## src/rtl/arb_pkg.sv

```systemverilog
// Shared types, sizes and helpers for the 8-way round-robin arbiter.
//   arb_state_t    : arbiter FSM state (IDLE, GRANT)
//   ARB_N          : number of requesters
//   ARB_IDX_W      : width of a requester index
//   onehot_to_idx(): one-hot to binary encoder used for the grant index
package arb_pkg;

    localparam int ARB_N     = 8;
    localparam int ARB_IDX_W = 3;

    typedef enum logic {
        IDLE  = 1'b0,
        GRANT = 1'b1
    } arb_state_t;

    // OR-reduce the indices of the set bits. For a true one-hot input this is
    // the index of that bit. An all-zero input maps to 0.
    function automatic logic [ARB_IDX_W-1:0] onehot_to_idx(input logic [ARB_N-1:0] oh);
        logic [ARB_IDX_W-1:0] idx;
        idx = '0;
        for (int i = 0; i < ARB_N; i++) begin
            if (oh[i]) begin
                idx = idx | ARB_IDX_W'(i);
            end
        end
        return idx;
    endfunction

endpackage

```

## src/rtl/rr_pick8.sv

```systemverilog
// Combinational round-robin winner search over 8 requesters.
//   i_req     : request vector
//   i_ptr     : highest-priority requester index
//   o_win_oh  : one-hot winner (0 when no request)
//   o_win_idx : binary index of the winner
//   o_any     : at least one request is set
// Search order is i_ptr, i_ptr+1, ..., i_ptr+7 modulo 8.
module rr_pick8
    import arb_pkg::*;
(
    input  logic [ARB_N-1:0]     i_req,
    input  logic [ARB_IDX_W-1:0] i_ptr,
    output logic [ARB_N-1:0]     o_win_oh,
    output logic [ARB_IDX_W-1:0] o_win_idx,
    output logic                 o_any
);

    logic [2*ARB_N-1:0] w_rot_dbl;
    logic [ARB_N-1:0]   w_rot;
    logic [ARB_N-1:0]   w_first;
    logic [2*ARB_N-1:0] w_back_dbl;

    // Rotate right by ptr so the highest-priority requester lands on bit 0.
    assign w_rot_dbl  = {i_req, i_req} >> i_ptr;
    assign w_rot      = w_rot_dbl[ARB_N-1:0];

    // Isolate the lowest set bit: x & -x.
    assign w_first    = w_rot & (~w_rot + ARB_N'(1));

    // Rotate the single bit left by ptr to return to requester numbering.
    assign w_back_dbl = {w_first, w_first} << i_ptr;
    assign o_win_oh   = w_back_dbl[2*ARB_N-1:ARB_N];

    assign o_win_idx  = onehot_to_idx(o_win_oh);
    assign o_any      = |i_req;

endmodule

```

## config.mk

```make
export PLATFORM = sky130hd
export DESIGN_NAME = rr_pick8
export DESIGN_NICKNAME = d
export VERILOG_FILES = /design/src/rtl/arb_pkg.sv /design/src/rtl/rr_pick8.sv
export SDC_FILE = /design/constraint.sdc
export NUM_CORES = 1
export LEC_CHECK = 0
export BUFFER_PORTS_ARGS = -buffer_cell sky130_fd_sc_hd__buf_2
export CORE_MARGIN = 2
export CORE_UTILIZATION = 50
export DETAILED_ROUTE_END_ITERATION = 6
export GPL_TIMING_DRIVEN = 0
export PLACE_DENSITY_LB_ADDON = 0.2
export SETUP_SLACK_MARGIN = 0.15
export SLEW_MARGIN = 15
export SYNTH_ARGS = -nofsm -noshare
export SYNTH_HDL_FRONTEND = slang
export SYNTH_SLANG_ARGS = --single-unit
```

## constraint.sdc

```tcl
create_clock -name vclk -period 2.3
set_input_delay 0.345 -clock vclk [all_inputs]
set_output_delay 0.345 -clock vclk [all_outputs]
set_load 0.02 [all_outputs]
```

==> run_results.csv <==
group,metric,value,unit
run_status,outcome,"finished, violations left",
run_status,violations,"negative setup slack",
power,p_per_area,266.9,nW/µm²
timing,report.final.slew_viol_count,0,
grt,grt_start_max_net_pins,11,
cells_and_area,regArea,0,µm²
power,swShare,56.96,%
cells_and_area,drive_above_1_share,62.35,%
hold_path,min_from,"i_req[2]",
grt,grt_pass1_vias,1105,
critical_path,crit_path_top_delay_cell,"o41a_1",
timing,worst_slew_pin_slew,0.6775,ns
power,p_leak,0.6111,nW
synth,synth_top_area_share,10.16,%
run,drv_cap,0,
timing,fin_crit,2.647,ns
synth,yosysSeqAreaShare,0,%
synth,syn_nets,133,
routing,firstDrtPassIters,5,
synth,synthMuxAreaShare,20.31,%
cells_and_area,seq_cells,0,
power,finalPower,0.0004195,W
power,irDropWorstVdd,0.1829,mV
place,port_buffers,18,
timing,rsz0062_at_grt,"yes",
routing,ant_nets,0,
timing,period_share,115.1,%
critical_path,crit_family,"compound AO/OA/AOI/OAI gates",
synth,netlist_instances,122,
die,initial_core_util,52.52,%
routing,drt_first_iter_violations,112,
synth,ys_top_cells_by_area,"mux2i_1 (10%), nand2_1 (5.9%), mux2_2 (5.1%)",
synth,synthXorXnorAreaFrac,0.9873,%
power,p_int,0.0001805,W
critical_path,cp-end-kind,"output pin",
synth,avgSynthCellArea,7.271,µm²
timing,finalHoldViolCount,0,
power,p_switching,0.0002389,W
critical_path,startpoint,"i_ptr[1]",
routing,vias,1355,
critical_path,max_stage_delay,0.43,ns
routing,routed_via_density,7.570,
critical_path,critical_path_arrival,2.30,ns
critical_path,critical_path_class,"input port to output pin",
cells_and_area,area_growth,77.15,%
routing,drc,0,
synth,synthSimpleGateAreaFrac,34.13,%
die,die_area,2127,µm²
power,seqPwrFrac,0,%
die,pin_count,23,
cells_and_area,fin_util,93.04,%
hold_path,hold_end,"o_any",
critical_path,cpMostUsedCell,"buf_6",
critical_path,cp_cell_sequence,"buf_8 > buf_6 > nor4bb_2 > o41a_1 > o211ai_1 > buf_4 > o31ai_4 > a32oi_2 > nand4_1 > buf_6",
critical_path,crit_fanout,5,
cells_and_area,num_antenna_cells,0,
routing,wire_per_inst,26.65,µm
hold_path,hold_path_depth,4,
cells_and_area,fin_nets,175,
grt,antenna_found_initial,0,
grt,grt_overflow,0,
timing,max_freq,377.8,MHz
critical_path,crit_buf_inv,4,
synth,synth_warnings,0,
die,fp.dieH,46.12,µm
cts,cts_hold_buf,0,
grt,grtUsageTotal,36.04,%
synth,synth_compound_area_share,31.88,%
cells_and_area,nFillCells,53,
timing,fin_setup_tns,-2.409,ns
synth,yosysTopAreaCell,"mux2i_1",
place,dp_hpwl,1.921,mm
power,power_frac_clock,0,%
grt,grt_pass1_wl,5.616,mm
die,coreArea,1689,µm²
critical_path,startpoint_type,"input port",
power,p_comb_share,100.0,%
cells_and_area,nClkBuffers,0,
synth,synth_cell_types,49,
synth,yosys.area_share.adder,0,%
die,die_x,46.12,µm
timing,setup_violations,11,
timing,slew_headroom,54.83,%
routing,wl,4.770,mm
place,place_congestion,0.8960,
hold_path,min_path_type,"input port to output pin",
synth,synth_top_family_by_area,"simple AND/OR/NAND/NOR gates",
die,num_rows,15,
synth,netlist_area,887.1,µm²
critical_path,critical_path_required,1.96,ns
timing,fin_ws,-0.3471,ns
[kinds of logic (layout without fill, tap and decap cells)]
| group | Yosys count | after routing |
|---|---|---|
| AOI/OAI and AO/OA | 33 | 33 |
| and+or+nand+nor | 53 | 53 |
| muxes | 15 | 15 |
| xor gates and xnor gates | 1 | 1 |
| buffers and inverters | 20 | 60 |
[power by group through the flow]
stage	logic (W)	registers, W	clock network (W)
after floorplan	0.000185	0	0
after global placement	0.000239	0	0
after detailed placement	0.000244	0	0
after CTS	0.000314	0	0
after global routing	0.000427	0	0
final	0.000419	0	0
[area by class of cell]
cell class / count / area (µm²) / share of cell area (%)
well taps: 17 / 21.27 / 1.354
plain buffers: 12 / 105.1 / 6.688
multi-input cells: 102 / 1066 / 67.83
inverters: 8 / 33.78 / 2.150
repair buffers: 40 / 345.3 / 21.97
[cells in the mapped netlist (all sizes together), types with 3 or more instances]
master and count:
nand2 14, mux2i 9, nor2 9, buf 8
inv 8, a21oi 6, nor4 5, o31ai 5
clkbuf 4, mux2 4, nor3 4, nand2b 3
o211ai 3, o21ai 3, or3b 3
[per-stage QoR]
stage | cells | instance area, µm² | hold WS [ns] | setup WS (ns)
floorplan | 122 | 924.6 | 0.8624 | 0.1112
global placement | 157 | 1036 | 1.084 | -0.1772
detailed placement | 157 | 1036 | 1.100 | -0.2123
CTS | 170 | 1326 | 1.105 | -0.1197
global route | 179 | 1572 | 1.171 | -0.3621
finish | 179 | 1572 | 1.141 | -0.3471
[how the worst max path moves through the flow]
stage / endpoint / depth (start not counted) / slack (ns)
floorplan: o_win_idx[2] / 8 / 0.11
global route: o_win_idx[2] / 10 / -0.36
global placement: o_win_idx[0] / 9 / -0.18
CTS: o_win_idx[2] / 10 / -0.12
detailed placement: o_win_idx[2] / 9 / -0.21
finish: o_win_idx[2] / 10 / -0.35
[repair_timing]
action                                  in CTS  in global routing
gates resized for setup                     44                 40
pin swaps                                   14                 10
gates cloned                                 3                  0
endpoints found under the setup margin      11                 11
buffers inserted                            10                  9
[metal layers]
metal | vias up | part of all wire, % | wire length [µm] | track usage [%]
li1 | 559 | - | - | -
met3 | 41 | 11 | 545 | 1.961
met2 | 138 | 47 | 2233 | 59.72
met1 | 617 | 36 | 1698 | 49.88
met4 | 0 | 6.2 | 294 | 10.86
met5 | - | 0 | 0 | 0
[cell usage in the layout (no fill, tap or decap), types with 3 or more instances in the layout]
cell      synthesis  layout
a21oi_2           0       5
buf_2             2       9
buf_4             3      20
buf_6             3      15
buf_8             0       3
inv_1             7       5
mux2_2            4       3
mux2i_1           9       3
mux2i_2           0       3
mux2i_4           0       3
nand2_1          14      14
nor2_1            8       8
nor3_1            4       3
nor4_1            4       4
o211ai_1          3       3
o31ai_2           0       3
[worst min-delay path: stages]
cell and delay (ns):
buf_4 0.16, nor4_1 0.07, nand2_1 0.06, buf_2 0.15
Power figures use the tool's default switching activity.
